File: config.mk
export PLATFORM = sky130hd
export DESIGN_NAME = hdmi_timing_ctrl_flat
export DESIGN_NICKNAME = d
export VERILOG_FILES = /design/src/rtl/hdmi_timing_pkg.sv /design/src/rtl/hdmi_timing_ctrl_if.sv /design/src/rtl/hdmi_timing_ctrl_btn_debounce.sv /design/src/rtl/hdmi_timing_ctrl.sv /design/src/flat_wrapper.sv
export SDC_FILE = /design/constraint.sdc
export NUM_CORES = 1
export LEC_CHECK = 0
export CAP_MARGIN = 40
export CORE_ASPECT_RATIO = 1.1
export CORE_MARGIN = 2
export CORE_UTILIZATION = 55
export CTS_BUF_LIST = sky130_fd_sc_hd__clkbuf_8
export CTS_CLUSTER_SIZE = 20
export DETAILED_ROUTE_END_ITERATION = 10
export GPL_ROUTABILITY_DRIVEN = 0
export MAX_ROUTING_LAYER = met4
export PLACE_DENSITY = 0.94
export RECOVER_POWER = 50
export SYNTH_ARGS = -nofsm -noshare
export SYNTH_HDL_FRONTEND = slang
export SYNTH_SLANG_ARGS = --single-unit
File: constraint.sdc
create_clock -name clk_in -period 5.9 [get_ports clk_in]
set_clock_uncertainty 0.2 [all_clocks]
set_input_delay 1.77 -clock clk_in [delete_from_list [all_inputs] [get_ports clk_in]]
set_output_delay 1.77 -clock clk_in [all_outputs]
set_load 0.02 [all_outputs]
File: src/rtl/hdmi_timing_pkg.sv
// Shared constants for the 640x480@60 HDMI timing path: VESA timing, FSM states, colour bars.
package hdmi_timing_pkg;

  localparam int unsigned VGA_H_ACTIVE = 640;
  localparam int unsigned VGA_H_FP     = 16;
  localparam int unsigned VGA_H_SYNC   = 96;
  localparam int unsigned VGA_H_BP     = 48;
  localparam int unsigned VGA_V_ACTIVE = 480;
  localparam int unsigned VGA_V_FP     = 10;
  localparam int unsigned VGA_V_SYNC   = 2;
  localparam int unsigned VGA_V_BP     = 33;
  localparam int unsigned VGA_H_TOTAL  = VGA_H_ACTIVE + VGA_H_FP + VGA_H_SYNC + VGA_H_BP;
  localparam int unsigned VGA_V_TOTAL  = VGA_V_ACTIVE + VGA_V_FP + VGA_V_SYNC + VGA_V_BP;
  localparam bit          VGA_SYNC_POL = 1'b0;
  localparam int unsigned VGA_DEBOUNCE = 252000;
  localparam int unsigned VGA_CNT_W    = 10;

  localparam logic [23:0] RGB_WHITE = 24'hFFFFFF;

  typedef enum logic [1:0] {IDLE, RUN, DRAIN} state_t;

  // Colour bars, left to right.
  function automatic logic [23:0] bar_rgb(input logic [2:0] idx);
    logic [23:0] c;
    unique case (idx)
      3'd0:    c = 24'hFFFFFF;
      3'd1:    c = 24'hFFFF00;
      3'd2:    c = 24'h00FFFF;
      3'd3:    c = 24'h00FF00;
      3'd4:    c = 24'hFF00FF;
      3'd5:    c = 24'hFF0000;
      3'd6:    c = 24'h0000FF;
      default: c = 24'h000000;
    endcase
    return c;
  endfunction

endpackage

File: src/rtl/hdmi_timing_ctrl_if.sv
// Video timing bundle from the sequencer to the TMDS encoders.
interface hdmi_timing_ctrl_if #(
  parameter int unsigned CNT_W = 10
);
  logic [CNT_W-1:0] pixel_x;
  logic [CNT_W-1:0] pixel_y;
  logic             de;
  logic             hsync;
  logic             vsync;
  logic             frame_start;
  logic             white_mode;
  logic [23:0]      rgb;

  modport master (
    output pixel_x, pixel_y, de, hsync, vsync, frame_start, white_mode, rgb
  );
  modport slave (
    input pixel_x, pixel_y, de, hsync, vsync, frame_start, white_mode, rgb
  );
endinterface

File: src/rtl/hdmi_timing_ctrl_btn_debounce.sv
// Pushbutton conditioning: 2-FF synchronizer followed by a stable-count debouncer.
module btn_debounce #(
  parameter int unsigned DEBOUNCE_CYCLES = 252000
) (
  input  logic clk_in,
  input  logic rst_in,
  input  logic i_btn,
  output logic o_level
);
  localparam int unsigned CW = $clog2(DEBOUNCE_CYCLES + 1);
  localparam logic [CW-1:0] CNT_LAST = CW'(DEBOUNCE_CYCLES - 1);

  logic          r_s1, r_s2, r_level, w_level_d;
  logic [CW-1:0] r_cnt, w_cnt_d;

  // r_cnt counts consecutive synchronized samples that disagree with the current level.
  always_comb begin
    w_cnt_d   = r_cnt;
    w_level_d = r_level;
    if (r_s2 == r_level) begin
      w_cnt_d = '0;
    end else if (r_cnt == CNT_LAST) begin
      w_level_d = r_s2;
      w_cnt_d   = '0;
    end else begin
      w_cnt_d = r_cnt + 1'b1;
    end
  end

  always_ff @(posedge clk_in or negedge rst_in) begin
    if (!rst_in) begin
      r_s1    <= 1'b0;
      r_s2    <= 1'b0;
      r_level <= 1'b0;
      r_cnt   <= '0;
    end else begin
      r_s1    <= i_btn;
      r_s2    <= r_s1;
      r_level <= w_level_d;
      r_cnt   <= w_cnt_d;
    end
  end

  assign o_level = r_level;
endmodule

File: src/rtl/hdmi_timing_ctrl.sv
// Pixel-rate raster sequencer with sync/de decode and frame-aligned source select.
// Optional colour-bar generator built when TEST_PATTERN_EN is defined; otherwise rgb is 0.
module hdmi_timing_ctrl
  import hdmi_timing_pkg::*;
#(
  parameter int unsigned H_ACTIVE        = VGA_H_ACTIVE,
  parameter int unsigned H_FP            = VGA_H_FP,
  parameter int unsigned H_SYNC          = VGA_H_SYNC,
  parameter int unsigned H_BP            = VGA_H_BP,
  parameter int unsigned V_ACTIVE        = VGA_V_ACTIVE,
  parameter int unsigned V_FP            = VGA_V_FP,
  parameter int unsigned V_SYNC          = VGA_V_SYNC,
  parameter int unsigned V_BP            = VGA_V_BP,
  parameter bit          SYNC_POL        = VGA_SYNC_POL,
  parameter int unsigned DEBOUNCE_CYCLES = VGA_DEBOUNCE,
  parameter int unsigned CNT_W           = VGA_CNT_W
) (
  input  logic              clk_in,
  input  logic              rst_in,
  input  logic              enable,
  input  logic              btn,
  hdmi_timing_ctrl_if.master vid
);
  localparam int unsigned H_TOTAL = H_ACTIVE + H_FP + H_SYNC + H_BP;
  localparam int unsigned V_TOTAL = V_ACTIVE + V_FP + V_SYNC + V_BP;
  localparam logic [CNT_W-1:0] X_LAST   = CNT_W'(H_TOTAL - 1);
  localparam logic [CNT_W-1:0] Y_LAST   = CNT_W'(V_TOTAL - 1);
  localparam logic [CNT_W-1:0] X_ACT    = CNT_W'(H_ACTIVE);
  localparam logic [CNT_W-1:0] Y_ACT    = CNT_W'(V_ACTIVE);
  localparam logic [CNT_W-1:0] HS_START = CNT_W'(H_ACTIVE + H_FP);
  localparam logic [CNT_W-1:0] HS_END   = CNT_W'(H_ACTIVE + H_FP + H_SYNC);
  localparam logic [CNT_W-1:0] VS_START = CNT_W'(V_ACTIVE + V_FP);
  localparam logic [CNT_W-1:0] VS_END   = CNT_W'(V_ACTIVE + V_FP + V_SYNC);

  state_t           r_state, w_state_d;
  logic [CNT_W-1:0] r_x, r_y, w_x_d, w_y_d;
  logic             w_last, w_active_d, w_fs_d, w_de_d, w_hs_d, w_vs_d, w_white_d;
  logic             r_de, r_hs, r_vs, r_fs, r_white;
  logic [23:0]      r_rgb, w_rgb_d;
  logic             w_btn_db;

  btn_debounce #(
    .DEBOUNCE_CYCLES(DEBOUNCE_CYCLES)
  ) u_btn_debounce (
    .clk_in (clk_in),
    .rst_in (rst_in),
    .i_btn  (btn),
    .o_level(w_btn_db)
  );

  // Outputs are decoded from the next counter values so every registered output
  // lines up with the pixel_x/pixel_y it is shown alongside.
  always_comb begin
    w_state_d = r_state;
    w_x_d     = r_x;
    w_y_d     = r_y;
    w_last    = (r_x == X_LAST) && (r_y == Y_LAST);
    unique case (r_state)
      IDLE: begin
        w_x_d = '0;
        w_y_d = '0;
        if (enable) w_state_d = RUN;
      end
      RUN, DRAIN: begin
        w_state_d = enable ? RUN : DRAIN;
        if (w_last) begin
          w_x_d = '0;
          w_y_d = '0;
          if (!enable) w_state_d = IDLE;
        end else if (r_x == X_LAST) begin
          w_x_d = '0;
          w_y_d = r_y + 1'b1;
        end else begin
          w_x_d = r_x + 1'b1;
        end
      end
      default: w_state_d = IDLE;
    endcase

    w_active_d = (w_state_d != IDLE);
    w_fs_d     = w_active_d && (w_x_d == '0) && (w_y_d == '0);
    w_white_d  = w_fs_d ? w_btn_db : r_white;
    w_de_d     = w_active_d && (w_x_d < X_ACT) && (w_y_d < Y_ACT);
    w_hs_d     = (w_active_d && (w_x_d >= HS_START) && (w_x_d < HS_END)) ? SYNC_POL : ~SYNC_POL;
    w_vs_d     = (w_active_d && (w_y_d >= VS_START) && (w_y_d < VS_END)) ? SYNC_POL : ~SYNC_POL;

    w_rgb_d = '0;
`ifdef TEST_PATTERN_EN
    if (w_de_d) begin
      w_rgb_d = w_white_d ? RGB_WHITE : bar_rgb(3'(w_x_d / CNT_W'(H_ACTIVE / 8)));
    end
`endif
  end

  always_ff @(posedge clk_in or negedge rst_in) begin
    if (!rst_in) begin
      r_state <= IDLE;
      r_x     <= '0;
      r_y     <= '0;
      r_de    <= 1'b0;
      r_hs    <= ~SYNC_POL;
      r_vs    <= ~SYNC_POL;
      r_fs    <= 1'b0;
      r_white <= 1'b0;
      r_rgb   <= '0;
    end else begin
      r_state <= w_state_d;
      r_x     <= w_x_d;
      r_y     <= w_y_d;
      r_de    <= w_de_d;
      r_hs    <= w_hs_d;
      r_vs    <= w_vs_d;
      r_fs    <= w_fs_d;
      r_white <= w_white_d;
      r_rgb   <= w_rgb_d;
    end
  end

  assign vid.pixel_x     = r_x;
  assign vid.pixel_y     = r_y;
  assign vid.de          = r_de;
  assign vid.hsync       = r_hs;
  assign vid.vsync       = r_vs;
  assign vid.frame_start = r_fs;
  assign vid.white_mode  = r_white;
  assign vid.rgb         = r_rgb;
endmodule

File: src/flat_wrapper.sv
// flat-port wrapper written by rule: the top's interface ports become plain ports
module hdmi_timing_ctrl_flat import hdmi_timing_pkg::*;
#(
  parameter int unsigned H_ACTIVE        = VGA_H_ACTIVE,
  parameter int unsigned H_FP            = VGA_H_FP,
  parameter int unsigned H_SYNC          = VGA_H_SYNC,
  parameter int unsigned H_BP            = VGA_H_BP,
  parameter int unsigned V_ACTIVE        = VGA_V_ACTIVE,
  parameter int unsigned V_FP            = VGA_V_FP,
  parameter int unsigned V_SYNC          = VGA_V_SYNC,
  parameter int unsigned V_BP            = VGA_V_BP,
  parameter bit          SYNC_POL        = VGA_SYNC_POL,
  parameter int unsigned DEBOUNCE_CYCLES = VGA_DEBOUNCE,
  parameter int unsigned CNT_W           = VGA_CNT_W
)
  (clk_in, rst_in, enable, btn, vid_pixel_x, vid_pixel_y, vid_de, vid_hsync, vid_vsync, vid_frame_start, vid_white_mode, vid_rgb);
  hdmi_timing_ctrl_if #(.CNT_W(CNT_W)) vid_i ();
  input  logic clk_in;
  input  logic rst_in;
  input  logic enable;
  input  logic btn;
  output wire logic [$bits(vid_i.pixel_x)-1:0] vid_pixel_x;
  output wire logic [$bits(vid_i.pixel_y)-1:0] vid_pixel_y;
  output wire logic [$bits(vid_i.de)-1:0] vid_de;
  output wire logic [$bits(vid_i.hsync)-1:0] vid_hsync;
  output wire logic [$bits(vid_i.vsync)-1:0] vid_vsync;
  output wire logic [$bits(vid_i.frame_start)-1:0] vid_frame_start;
  output wire logic [$bits(vid_i.white_mode)-1:0] vid_white_mode;
  output wire logic [$bits(vid_i.rgb)-1:0] vid_rgb;
  assign vid_pixel_x = vid_i.pixel_x;
  assign vid_pixel_y = vid_i.pixel_y;
  assign vid_de = vid_i.de;
  assign vid_hsync = vid_i.hsync;
  assign vid_vsync = vid_i.vsync;
  assign vid_frame_start = vid_i.frame_start;
  assign vid_white_mode = vid_i.white_mode;
  assign vid_rgb = vid_i.rgb;
  hdmi_timing_ctrl #(.H_ACTIVE(H_ACTIVE), .H_FP(H_FP), .H_SYNC(H_SYNC), .H_BP(H_BP), .V_ACTIVE(V_ACTIVE), .V_FP(V_FP), .V_SYNC(V_SYNC), .V_BP(V_BP), .SYNC_POL(SYNC_POL), .DEBOUNCE_CYCLES(DEBOUNCE_CYCLES), .CNT_W(CNT_W)) u_core (.clk_in(clk_in), .rst_in(rst_in), .enable(enable), .btn(btn), .vid(vid_i));
endmodule
# --- After elaboration in Yosys (flattened, before gate mapping) ---
# Index checks and enable logic that the tools add are counted.
word_totals:
  reg_bits: 48
  in_bits: 4
  output_inout_bits: 49
  elab_cells: 58
op_classes:
  add_sub_neg: 3
  magnitude_cmp: 6
  n_eq_ne: 6
  mux: 15
  bitwise: 1
  reduce_logical: 15
ops:
  columns: ["op", "count"]
  rows:
  - ["10-bit 2-to-1 mux", 4]
  - ["10-bit one-hot mux with 2 select lines", 2]
  - ["18-bit 2-to-1 mux", 2]
  - ["10-bit by 1-bit adder with 10-bit output (second input constant)", 2]
  - ["10-bit == test (second input constant)", 2]
  - ["10-bit zero test", 2]
  - ["10-bit less-than comparator (second input constant)", 2]
  - ["10-bit by 9-bit less-than comparator with 1-bit output (second input constant)", 2]
  - ["18-bit by 1-bit adder with 18-bit output (second input constant)", 1]
  - ["18-bit == test (second input constant)", 1]
  - ["10-bit >= comparator (second input constant)", 1]
  - ["10-bit by 9-bit >= comparator with 1-bit output (second input constant)", 1]
  - ["1-bit logical AND", 9]
  - ["2-bit 2-to-1 mux", 4]
  - ["2-bit one-hot mux with 2 select lines", 1]
  - ["2-bit by 1-bit == test with 1-bit output (second input constant)", 1]
  - ["2-bit == test (second input constant)", 1]
  - ["2-bit zero test", 1]
  - ["1-bit 2-to-1 mux", 2]
  - ["2-bit AND reduction", 1]
  - ["2-bit nonzero test", 1]
  - ["2-bit OR reduction", 1]
  - ["1-bit == test", 1]
  - ["1-bit NOT", 1]

# --- Depth between registers and ports, before layout ---
depth:
  ltp_word: 8
  ltp_mapped: 10
  depth_no_buf: 9

# --- Modules after synthesis ---
# From an unflattened synthesis, not the netlist that was laid out.
hier_totals:
  cells_unflattened: 331
  area_unflattened_um2: 3099.2
modules_own_cells:
  columns: ["mod", "n_inst", "cells_per_inst", "area_per_inst_um2", "seq_area_each_um2"]
  rows:
  - ["hdmi_timing_ctrl", 1, 235, 2097.0, 678.2]
  - ["btn_debounce", 1, 96, 1002.2, 525.5]

# --- Least setup slack after synthesis ---
# No wires, ideal clock.
synth_path:
  path_kind: "input to register"
  startpoint: "input port enable"
  endpoint: "register u_core.r_white, in the netlist u_core.vid.white_mode"
  setup_ns: 0.128
  arrival_time_ns: 3.061
  t_required_ns: 5.572
  path_slack_ns: 2.512
  path_stages: 7
  n_path_buf: 0
  cell_sequence: "nor2_1 nand2_1 a21oi_1 a311o_1 nand4b_1 nor4_2 mux2_1"
synth_between:
  elab_chain_len: 7
  word_cells_on_any_way: 8
  cone_classes: "mux (5); reduce/logical (3)"
synth_rtl:
  columns: ["element", "line", "source"]
  rows:
  - ["start: declaration", "flat_wrapper.sv:20", "input logic enable;"]
  - ["2-bit 2-to-1 mux", "hdmi_timing_ctrl.sv:65", "w_state_d = enable ? RUN : DRAIN;"]
  - ["2-bit 2-to-1 mux", "hdmi_timing_ctrl.sv:69", "if (!enable) w_state_d = IDLE;"]
  - ["2-bit 2-to-1 mux", "hdmi_timing_ctrl.sv:66", "if (w_last) begin"]
  - ["2-bit one-hot mux with 2 select lines *", "hdmi_timing_ctrl.sv:58", "unique case (r_state)"]
  - ["2-bit nonzero test *", "hdmi_timing_ctrl.sv:80", "w_active_d = (w_state_d != IDLE);"]
  - ["1-bit logical AND * (2 in series)", "hdmi_timing_ctrl.sv:81", "w_fs_d = w_active_d && (w_x_d == '0) && (w_y_d == '0);"]
  - ["net u_core.w_fs_d", "hdmi_timing_ctrl.sv:37", "logic w_last, w_active_d, w_fs_d, w_de_d, w_hs_d, w_vs_d, w_white_d;"]
  - ["end signal: assignment", "hdmi_timing_ctrl.sv:114", "r_white <= w_white_d;"]
  - ["end: declaration", "hdmi_timing_ctrl.sv:38", "logic r_de, r_hs, r_vs, r_fs, r_white;"]
# Mark *: on every way through the listed nets, which the timed path passes. The rest lies on a longest branch.
# A chain may end at the register's enable or synchronous reset.

# --- Final worst setup path ---
# Ends and elaborated chain as after synthesis.

==> flow_summary.ini <==
[run_status]
run_status = complete, no violations

[yosys]
synth_cell_type_count = 52
register_bit_count_reported_by_yosys = 48
register_area_share_after_synthesis_pct = 42.83
synth_flop_cell = sky130_fd_sc_hd__dfrtp_1
synth_xor_area_share_pct = 8.103
postSynth.asyncResetShare_pct = 100.0
synth_enable_flop_cells = 0
largest_family_of_logic_cells_by_synthesized_area = simple AND/OR/NAND/NOR gates
synth.yosys.warnings = 0
synth.area.mux_share_pct = 1.158
syn_area_sq_mm = 0.002810
synthesis.instances = 300
synth_simple_gate_area_share_pct = 25.69
postSynthAreaPerCell_sq_um = 9.367
adder_and_majority_cell_fraction_of_the_synthesized_area_pct = 2.671
compound_gate_fraction_of_synth_area_pct = 9.973

[clocking]
clkLatencyLatePin_ns = 0.30
cts_max_path_buffers = 2
clock-root-buffer = sky130_fd_sc_hd__clkbuf_8
cts_tree = done
cts_setup_buffers = 0
cts-hold-fix-buffers = 0
tritoncts_buffers = 5
cts_num_sinks = 48
cts_resized = 0
clkTransAtPathRegs_ns = 0.09
htree_num_levels = 2

[global_route]
grt_pass1_wl_um = 9701
globalRouteTotalUtil_pct = 22.39
grt_max_degree = 30
number_of_antenna_violations_at_the_first_check_in_global_routing = 0
gr-total-overflow = 0
first_global_vias = 2099

[route]
drt-initial-drc-count = 171
wl_per_cell_um = 15.63
first_pass_iters = 5
met2_wirelength_um = 3077
vias_per_cell = 6.021
met3RoutedLength_um = 443
topRoutingLayerUsed = met4
vias = 2318
drc = 0
routed_wirelength_um = 6019
wl_met1_um = 2378
number_of_nets_with_antenna_violations_after_routing = 0

[pwr]
power_density_mw_per_mm2 = 303.6
power.internal_mw = 0.5958
leakage_nw = 1.360
power.share.clock_pct = 25.8
ir_drop_mv = 0.2362
power_mw = 0.9508
seq_power_share_pct = 39.7
combinational_cell_fraction_of_total_power_pct = 34.5
total_switching_power_mw = 0.3550
switching_share_pct = 37.34

[sta]
grt_setup_unrepaired = false
finalWorstPathRequiredPeriod_ns = 3.791
final_max_slew_viol_count = 0
layout_setup_ws_ns = 2.109
hold_viol_final = 0
fmax_mhz = 263.8
setup_viol_count_final = 0
setup-tns-final_ns = 0
tightestPinTransition_ns = 1.472
max_slew_margin_pct = 1.849
tcrit_tclk_final_pct = 64.26

[floorplan]
floorplan.initialDensity_pct = 56.59
num_io_pins = 53
chipWidth_um = 72.16
die_span_y_um = 78.97
core_area_sq_mm = 0.004966
design.die.area_sq_mm = 0.005698
num_rows = 27

[layout]
layout-drive-gt1-share_pct = 4.587
post-route-util_pct = 63.06
final_instance_count_excl_fillers = 385
n_fill_cell = 400
flow.area_growth_from_synthesis_pct = 11.44
final_nets = 336
insertedDiodeCount = 0

[critical_path]
worst_path_largest_cell_delay_ns = 0.44
endpoint_kind = flip-flop
worst-path-buf-inv = 1
worst-endpoint-required_ns = 5.89
critPathArrivalTime_ns = 3.78
cp_cell_sequence = clkdlybuf4s50_1 -> nor2_1 -> nand2_1 -> a21oi_1 -> a311o_1 -> nand4b_1 -> nor4_2 -> mux2_1
critical_path.startpoint_type = primary input
crit_fanout = 3
timing.setup.critical_path_class = in2reg
cp_slowest_cell = sky130_fd_sc_hd__clkdlybuf4s50_1
critPathTopFamily = simple AND/OR/NAND/NOR gates

[placed_design]
place_ws_ns = 1.874
placement.io_buffers = 28
placed_cells = 377
dp_hpwl_um = 4425

[run]
drv.max_cap_violation_count = 0

[worst_hold_path]
worstHoldPathType = reg2reg
## routing by layer
layer | track usage [%] | up-vias
li1 | - | 1063
met1 | 27.03 | 1117
met2 | 37.61 | 122
met3 | 4.315 | 16
met4 | 7.358 | 0
met5 | - | -
## Yosys cell counts (all sizes together) (2+ instances only)
| library cell | instances | area [sq um] |
|---|---|---|
| dfrtp | 46 | 1151 |
| nor2 | 38 | 142.6 |
| buf | 27 | 193.9 |
| nand2 | 19 | 71.32 |
| nand3 | 19 | 95.09 |
| xor2 | 14 | 122.6 |
| inv | 12 | 45.04 |
| nand4 | 12 | 75.07 |
| xnor2 | 12 | 105.1 |
| nor3 | 10 | 50.05 |
| o21ai | 9 | 45.04 |
| a21oi | 7 | 35.03 |
| and3 | 6 | 37.54 |
| clkbuf | 6 | 22.52 |
| ha | 6 | 75.07 |
| nand4b | 4 | 35.03 |
| nand4bb | 4 | 45.04 |
| nor4 | 4 | 37.53 |
| nor4b | 4 | 35.03 |
| and4 | 3 | 26.28 |
| nand2b | 3 | 18.77 |
| nor2b | 3 | 18.77 |
| o31ai | 3 | 36.28 |
| a21o | 2 | 15.01 |
| a31o | 2 | 17.52 |
| dfstp | 2 | 52.55 |
| mux2 | 2 | 22.52 |
| o311a | 2 | 20.02 |
| o41a | 2 | 22.52 |
## power by group through the flow
stage / clock network, mW / registers (mW) / logic, mW
finish: 0.245 / 0.378 / 0.328
global route: 0.264 / 0.381 / 0.353
global placement: 0 / 0.382 / 0.316
CTS: 0.249 / 0.378 / 0.334
floorplan: 0 / 0.394 / 0.232
detailed placement: 0 / 0.384 / 0.327
## path summary, 6_finish.rpt
check | from | to | slack, ns | cells after the start
hold reg to reg | u_core.u_btn_debounce.r_s1 | u_core.u_btn_debounce.r_s2 | 0.19 | 0
min in group asynchronous | rst_in | u_core.u_btn_debounce.r_cnt[7] | 1.41 | 1
setup reg to reg | u_core.vid.pixel_x[0] | u_core.vid.white_mode | 2.26 | 8
max in group asynchronous | rst_in | u_core.vid.pixel_y[1] | 2.21 | 2
hold / removal | u_core.u_btn_debounce.r_s1 | u_core.u_btn_debounce.r_s2 | 0.19 | 0
setup / recovery | enable | u_core.vid.white_mode | 2.11 | 8
## cells by family after synthesis
kind of cell | Yosys count
and+or+nand+nor | 133
AOI/OAI and AO/OA | 37
muxes | 3
xor gates and xnor gates | 26
adders and majority gates | 6
DFF | 48
buffers and inverters | 46
other | 1
## layout make-up
cell class | instances | area (sq um) | area share (%)
multi-input combinational | 229 | 1414 | 45.15
timing repair buffer | 29 | 277.8 | 8.869
inverter | 13 | 48.80 | 1.558
clock buffer | 5 | 68.82 | 2.197
tap | 58 | 72.57 | 2.317
sequential | 48 | 1204 | 38.43
clock inverter | 3 | 46.29 | 1.478
## layout by cell type (no fill, tap or decap), types with 3 or more instances in the layout
cell and count:
sky130_fd_sc_hd__clkbuf_8 5, sky130_fd_sc_hd__dfrtp_1 46, sky130_fd_sc_hd__nand4_1 12, sky130_fd_sc_hd__nand2b_1 3
sky130_fd_sc_hd__conb_1 24, sky130_fd_sc_hd__clkdlybuf4s50_1 26, sky130_fd_sc_hd__nand2_1 19, sky130_fd_sc_hd__nand3_1 19
sky130_fd_sc_hd__o31ai_1 3, sky130_fd_sc_hd__xnor2_1 12, sky130_fd_sc_hd__nor2_1 38, sky130_fd_sc_hd__and4_1 3
sky130_fd_sc_hd__xor2_1 14, sky130_fd_sc_hd__inv_1 12, sky130_fd_sc_hd__nand4b_1 4, sky130_fd_sc_hd__a21oi_1 7
sky130_fd_sc_hd__nor4b_1 4, sky130_fd_sc_hd__nor2b_1 3, sky130_fd_sc_hd__ha_1 6, sky130_fd_sc_hd__nand4bb_1 4
sky130_fd_sc_hd__o21ai_0 8, sky130_fd_sc_hd__nor3_1 10, sky130_fd_sc_hd__and3_1 6
## metrics by stage
step	hold WS, ns	area [sq um]
CTS	0.1933	3163
finish	0.1869	3132
detailed placement	0.1594	3048
floorplan	0.1312	2897
global placement	0.1579	3028
global route	0.1959	3132
## worst reg2reg max path: cells and delay by family (launching register included)
| family | cells | cell delay (ns) |
|---|---|---|
| AO/OA/AOI/OAI | 2 | 0.84 |
| adder cells (fa/ha/maj) | 1 | 0.32 |
| flip-flops | 1 | 0.48 |
| multiplexers | 1 | 0.35 |
| AND/OR/NAND/NOR | 4 | 1.34 |
## flip-flops by register name, summed over array words and instances (netlist names)
name and flops:
u_core.u_btn_debounce.r_s1 1, u_core.vid.frame_start 1, u_core.vid.white_mode 1, u_core.vid.pixel_x 10, u_core.vid.pixel_y 10, u_core.u_btn_debounce.r_s2 1, u_core.u_btn_debounce.r_cnt 18, u_core.vid.vsync 1
u_core.r_state 2, u_core.vid.hsync 1, u_core.vid.de 1, u_core.u_btn_debounce.o_level 1
No activity file was read; power rests on OpenSTA's default activity.
